===== src/rtl/ahb_imem_pkg.sv =====
// Shared types and constants for the AHB instruction-memory responder.
// FSM state encoding, AHB transfer/size codes and the NOP filler word.
package ahb_imem_pkg;

  typedef enum logic [1:0] {
    ST_IDLE = 2'd0,
    ST_WAIT = 2'd1,
    ST_ERR1 = 2'd2,
    ST_ERR2 = 2'd3
  } state_e;

  localparam logic [1:0] HTRANS_IDLE   = 2'b00;
  localparam logic [1:0] HTRANS_BUSY   = 2'b01;
  localparam logic [1:0] HTRANS_NONSEQ = 2'b10;
  localparam logic [1:0] HTRANS_SEQ    = 2'b11;

  localparam logic [2:0]  HSIZE_WORD = 3'b010;
  localparam logic [31:0] NOP_INSN   = 32'h0000_0013;

  function automatic logic fetch_err(
    input logic       err,
    input logic       write,
    input logic [2:0] size,
    input logic [1:0] lsb
  );
    return err | write | (size != HSIZE_WORD) | (lsb != 2'b00);
  endfunction

endpackage


===== src/rtl/fetch_log_fifo.sv =====
// Synchronous FIFO of issued {pc, insn} fetch records.
// Drops pushes when full (unless popping) and flags it stickily.
module fetch_log_fifo #(
  parameter int          LOG_DEPTH = 8,
  parameter logic [31:0] PC_INIT   = 32'h200
) (
  input  logic        clk,
  input  logic        rst_n,
  input  logic        push,
  input  logic [31:0] push_pc,
  input  logic [31:0] push_insn,
  input  logic        pop,
  output logic        valid,
  output logic [31:0] head_pc,
  output logic [31:0] head_insn,
  output logic        full,
  output logic        overflow
);
  import ahb_imem_pkg::*;

  localparam int PW = $clog2(LOG_DEPTH);
  localparam int CW = PW + 1;
  localparam logic [CW-1:0] FULL_CNT = CW'(LOG_DEPTH);

  logic [63:0]   mem [LOG_DEPTH];
  logic [PW-1:0] wr_ptr;
  logic [PW-1:0] rd_ptr;
  logic [CW-1:0] count;
  logic          ovf_q;
  logic          do_push;
  logic          do_pop;

  assign valid    = (count != '0);
  assign full     = (count == FULL_CNT);
  assign overflow = ovf_q;
  assign do_pop   = pop && valid;
  assign do_push  = push && (!full || do_pop);

  assign {head_pc, head_insn} = valid ? mem[rd_ptr]
                                      : {PC_INIT, NOP_INSN};

  always_ff @(posedge clk) begin
    if (do_push) mem[wr_ptr] <= {push_pc, push_insn};
  end

  always_ff @(posedge clk or negedge rst_n) begin
    if (!rst_n) begin
      wr_ptr <= '0;
      rd_ptr <= '0;
      count  <= '0;
      ovf_q  <= 1'b0;
    end else begin
      if (do_push) wr_ptr <= wr_ptr + 1'b1;
      if (do_pop)  rd_ptr <= rd_ptr + 1'b1;
      unique case ({do_push, do_pop})
        2'b10:   count <= count + CW'(1);
        2'b01:   count <= count - CW'(1);
        default: count <= count;
      endcase
      if (push && full && !do_pop) ovf_q <= 1'b1;
    end
  end

endmodule


===== src/rtl/ahb_imem_responder.sv =====
// AHB3-Lite instruction-fetch responder with wait/error injection
// and a log of every successfully completed fetch.
module ahb_imem_responder #(
  parameter int          LOG_DEPTH = 8,
  parameter logic [31:0] PC_INIT   = 32'h200
) (
  input  logic        HCLK,
  input  logic        HRESETn,
  input  logic        HSEL,
  input  logic [31:0] HADDR,
  input  logic        HWRITE,
  input  logic [2:0]  HSIZE,
  input  logic [1:0]  HTRANS,
  input  logic        HREADY,
  output logic [31:0] HRDATA,
  output logic        HREADYOUT,
  output logic        HRESP,
  input  logic [31:0] insn_i,
  input  logic [1:0]  wait_i,
  input  logic        err_i,
  output logic        log_valid_o,
  input  logic        log_ready_i,
  output logic [31:0] log_pc_o,
  output logic [31:0] log_insn_o,
  output logic        log_full_o,
  output logic        log_overflow_o
);
  import ahb_imem_pkg::*;

  state_e      state;
  logic        pend;
  logic [1:0]  cnt;
  logic [31:0] addr_q;
  logic [31:0] insn_q;
  logic        active;
  logic        accept;
  logic        cause;
  logic        done;

  assign active = (HTRANS == HTRANS_NONSEQ) || (HTRANS == HTRANS_SEQ);
  assign accept = HSEL && active && HREADY;
  assign cause  = fetch_err(err_i, HWRITE, HSIZE, HADDR[1:0]);

  // pend marks an OKAY data phase completing in the current IDLE cycle
  assign done      = (state == ST_IDLE) && pend;
  assign HREADYOUT = (state == ST_IDLE) || (state == ST_ERR2);
  assign HRESP     = (state == ST_ERR1) || (state == ST_ERR2);
  assign HRDATA    = done ? insn_q : 32'h0;

  always_ff @(posedge HCLK or negedge HRESETn) begin
    if (!HRESETn) begin
      state  <= ST_IDLE;
      pend   <= 1'b0;
      cnt    <= 2'd0;
      addr_q <= 32'h0;
      insn_q <= 32'h0;
    end else begin
      pend <= 1'b0;
      unique case (state)
        ST_IDLE, ST_ERR2: begin
          state <= ST_IDLE;
          if (accept) begin
            addr_q <= HADDR;
            insn_q <= insn_i;
            cnt    <= wait_i;
            if (cause)              state <= ST_ERR1;
            else if (wait_i != 2'd0) state <= ST_WAIT;
            else                    pend  <= 1'b1;
          end
        end
        ST_WAIT: begin
          if (cnt <= 2'd1) begin
            state <= ST_IDLE;
            pend  <= 1'b1;
          end else begin
            cnt <= cnt - 2'd1;
          end
        end
        ST_ERR1: state <= ST_ERR2;
      endcase
    end
  end

  fetch_log_fifo #(
    .LOG_DEPTH (LOG_DEPTH),
    .PC_INIT   (PC_INIT)
  ) u_log (
    .clk       (HCLK),
    .rst_n     (HRESETn),
    .push      (done),
    .push_pc   (addr_q),
    .push_insn (insn_q),
    .pop       (log_ready_i),
    .valid     (log_valid_o),
    .head_pc   (log_pc_o),
    .head_insn (log_insn_o),
    .full      (log_full_o),
    .overflow  (log_overflow_o)
  );

endmodule


===== config.mk =====
export PLATFORM = sky130hd
export DESIGN_NAME = ahb_imem_responder
export DESIGN_NICKNAME = d
export VERILOG_FILES = /design/src/rtl/ahb_imem_pkg.sv /design/src/rtl/fetch_log_fifo.sv /design/src/rtl/ahb_imem_responder.sv
export SDC_FILE = /design/constraint.sdc
export NUM_CORES = 1
export LEC_CHECK = 0
export ABC_AREA = 1
export CORE_UTILIZATION = 45
export DETAILED_ROUTE_END_ITERATION = 8
export SLEW_MARGIN = 20
export SYNTH_ARGS = -nofsm -noshare
export SYNTH_HDL_FRONTEND = slang
export SYNTH_SLANG_ARGS = --single-unit

===== constraint.sdc =====
create_clock -name HCLK -period 6.05 [get_ports HCLK]
set_input_delay 1.21 -clock HCLK [delete_from_list [all_inputs] [get_ports HCLK]]
set_output_delay 1.21 -clock HCLK [all_outputs]
set_load 0.01 [all_outputs]

==> impl_metrics.csv <==
group,metric,value,unit
die,initial_core_util,0.458,
synthesis,synth_compound_area_frac,0.0662,
synthesis,synth_xor_area_frac,0.00145,
sta,setup_slack,0.737,ns
power_and_ir_drop,leakagePower,10.5,nW
outcome,run_status,"finished with violations",
synthesis,ys_types,24,
grt,antenna_found_initial,0,
worst_setup_path,cp_num_buf_inv,3,
worst_setup_path,path_class,"register to output port",
synthesis,synth_most_common_cell,"nor2_1",
worst_setup_path,cpMostUsedCell,"nor2_1",
clock_network,clk-insertion-delay-late,0.63,ns
power_and_ir_drop,clockPowerShare,0.258,
routing,viasPerCell,5.15,
sta,final-setup-viol-count,0,
power_and_ir_drop,peakVddDrop,0.379,mV
sta,fin_skew,0.0255,ns
synthesis,synth_simple_gate_area_share,0.168,
sta,tightest_slew,1.09,ns
worst_setup_path,worstPathCellList,"inv_4 -> buf_4 -> nor2_1 -> o21ai_0 -> nand3_1 -> nand2_1 -> nor2_1 -> clkdlybuf4s50_1",
layout,synthToLayoutAreaGrowth,17.8,%
synthesis,synth_edf_count,512,
routing,drt_iter0_drc,1209,
grt,overflow,0,
layout,nets,2386,
worst_setup_path,crit_fanout,79,
sta,finalCriticalPeriod,5.31,ns
synthesis,synth.area.mux_share,0,
sta,slew_headroom,0.274,
routing,drc_errors,12,
synthesis,post-synth-top-area-cell,"edfxtp_1",
clock_network,cts-resized-gates,0,
layout,antenna_cells,0,
placement,dpl.hpwl,29.8,mm
placement,portBuffers,177,
clock_network,clock-sinks,592,
synthesis,synth_seq_cells,592,
synthesis,yosysTopAreaCellShare,0.636,
clock_network,cts_buffers,61,
placement,place_ws,1.42,ns
routing,drt_pass1_iterations,7,
routing,final_antenna_net_count,0,
synthesis,synthAdderAreaFrac,0.00518,
die,core_area,52800,sq um
synthesis,syn_nets,2239,
synthesis,yosysSeqAreaShare,0.719,
synthesis,syn_area,24200,sq um
worst_setup_path,cp_data_arrival_time,4.10,ns
worst_setup_path,start_kind,"register",
synthesis,synthTopCellsByCount,"nor2_1 (655), edfxtp_1 (512), o21ai_0 (312)",
clock_network,post_cts_buffers,0,
power_and_ir_drop,net-switching-power,5.10,mW
power_and_ir_drop,power.density,505,nW/um^2
hold_path,hold_class,"register to register",
worst_setup_path,worstSetupEndpointType,"output port",
routing,wl,57.2,mm
synthesis,yosysWarningCount,0,
synthesis,synth_top_family_by_area,"simple AND/OR/NAND/NOR gates",
run,maxCapViolCount,0,
clock_network,cts_tree,"yes",
synthesis,avgSynthCellArea,11.2,sq um
synthesis,synth_cells,2151,
sta,rsz0062_at_grt,"no",
sta,hold_viol_final,0,
grt,grt_pass1_vias,15500,
clock_network,clk_path_buf_depth,3,
clock_network,h-tree-depth,2,
clock_network,clk_pin_slew,0.06,ns
sta,fin_crit_sh,0.878,
worst_setup_path,cp_top_family,"buffers and inverters",
clock_network,holdBufCountCts,0,
grt,grt_pass1_wl,87.5,mm
die,dieWidth,234,microns
routing,wl_per_cell,18.8,microns
grt,grt_max_degree,150,
sta,tns,0,ns
synthesis,async_reset_ff_frac,0.135,
placement,place_congestion,0.757,
grt,grt_usage,0.213,
sta,fmax,188,MHz
power_and_ir_drop,sw_frac_of_total,0.355,
worst_setup_path,worst_path_largest_cell_delay,1.01,ns
worst_setup_path,cp.required,4.84,ns
power_and_ir_drop,p_comb_frac,0.328,
die,io_pins,179,
die,dieArea,54600,sq um
die,rows,84,
layout,drive_above_1_share,0.0614,
clock_network,cts-root-buf,"clkbuf_16",
synthesis,synth_area_leaders,"edfxtp_1 (64%), nor2_1 (10%), dfrtp_1 (8.3%)",
power_and_ir_drop,p_int,9.27,mW
worst_setup_path,crit_slowest_cell,"dfrtp_4",
synthesis,synth_ff_type,"edfxtp_1",
routing,routed-via-count,15600,
die,die_h,234,microns
power_and_ir_drop,seq_power_share,0.414,
sta,slew_violations,0,
outcome,violations,"DRC",
[power by group through the flow]
stage / clock (mW) / combinational, mW / sequential [mW]
6_report: 3.71 / 4.71 / 5.96
5_1_grt: 3.93 / 5.27 / 6.06
4_1_cts: 3.76 / 4.78 / 5.97
3_5_place_dp: 0 / 4.75 / 6.05
3_3_place_gp: 0 / 4.69 / 6.01
2_1_floorplan: 0 / 3.12 / 5.62
[cell type report]
cell class / count / area (sq um)
Clock inverter: 30 / 310
Tap cell: 688 / 861
Clock buffer: 82 / 1680
Sequential cell: 592 / 17400
Multi-Input combinational cell: 1374 / 5880
Timing Repair Buffer: 209 / 2110
Fill cell: 4497 / 24300
Inverter: 60 / 233
[logic make-up after synthesis]
kind of cell | after synthesis
compound gates | 319
xor+xnor | 4
fa+ha+maj | 10
buf+inv | 185
flops | 592
simple gates | 1041
[worst min-delay path, cell delays in order (launching register included)]
cell and delay, ns:
dfrtp_1 0.34, nand2_1 0.05, nand2_1 0.05
[worst paths after layout]
kind / depth (start not counted) / from / slack, ns / to
worst max-delay path: 8 / u_log.rd_ptr[1] / 0.74 / log_insn_o[17]
worst max register to register: 9 / state[1] / 2.42 / u_log.mem[6][10]
min in group asynchronous: 1 / HRESETn / 0.65 / addr_q[1]
worst min register to register: 2 / u_log.count[3] / 0.48 / u_log.count[3]
max in group asynchronous: 2 / HRESETn / 4.28 / u_log.rd_ptr[1]
worst min-delay path: 2 / u_log.count[3] / 0.48 / u_log.count[3]
[registers in the layout, indices dropped and copies added (netlist names), 2 cells and up]
register	flops
u_log.mem	512
addr_q	32
u_log.wr_ptr	3
u_log.count	4
state	2
cnt	2
u_log.rd_ptr	3
insn_q	32
[stage by stage]
| step | instances | cell area (sq um) | hold slack [ns] | power (mW) | utilization |
|---|---|---|---|---|---|
| 6_report | 3035 | 28500 | 0.479 | 14.4 | 0.539 |
| 5_1_grt | 3035 | 28500 | 0.512 | 15.3 | 0.539 |
| 4_1_cts | 3035 | 28500 | 0.478 | 14.5 | 0.539 |
| 3_5_place_dp | 2923 | 26500 | 0.464 | 10.8 | 0.502 |
| 3_3_place_gp | 2923 | 26500 | 0.455 | 10.7 | 0.502 |
| 2_1_floorplan | 2151 | 24200 | 0.441 | 8.74 | - |
[per-layer routing]
metal | track usage | part of all wire
met5 | 0 | 0
met4 | 0.0651 | 0.022
met1 | 0.284 | 0.44
met3 | 0.0320 | 0.055
met2 | 0.359 | 0.49
[placed cells by master, fill, tap and decap left out]
| master | n |
|---|---|
| nand2_2 | 2 |
| xor2_1 | 2 |
| nand3b_1 | 1 |
| nand3_2 | 1 |
| clkinv_1 | 6 |
| clkbuf_1 | 14 |
| nand2_1 | 286 |
| bufinv_16 | 6 |
| a21oi_1 | 6 |
| inv_6 | 3 |
| clkbuf_8 | 7 |
| clkinv_2 | 12 |
| ha_1 | 10 |
| nor2_1 | 647 |
| edfxtp_1 | 512 |
| inv_1 | 58 |
| clkinvlp_4 | 4 |
| buf_4 | 25 |
| o21bai_1 | 1 |
| clkdlybuf4s50_1 | 176 |
| buf_12 | 8 |
| o21ai_0 | 312 |
| nand3_1 | 93 |
| clkbuf_16 | 61 |
| or2_2 | 1 |
| xnor2_1 | 2 |
| inv_4 | 1 |
| nor2_4 | 9 |
| dfrtp_4 | 3 |
| nand3_4 | 1 |
| dfrtp_1 | 77 |
No activity file was read; power rests on OpenSTA's default activity.
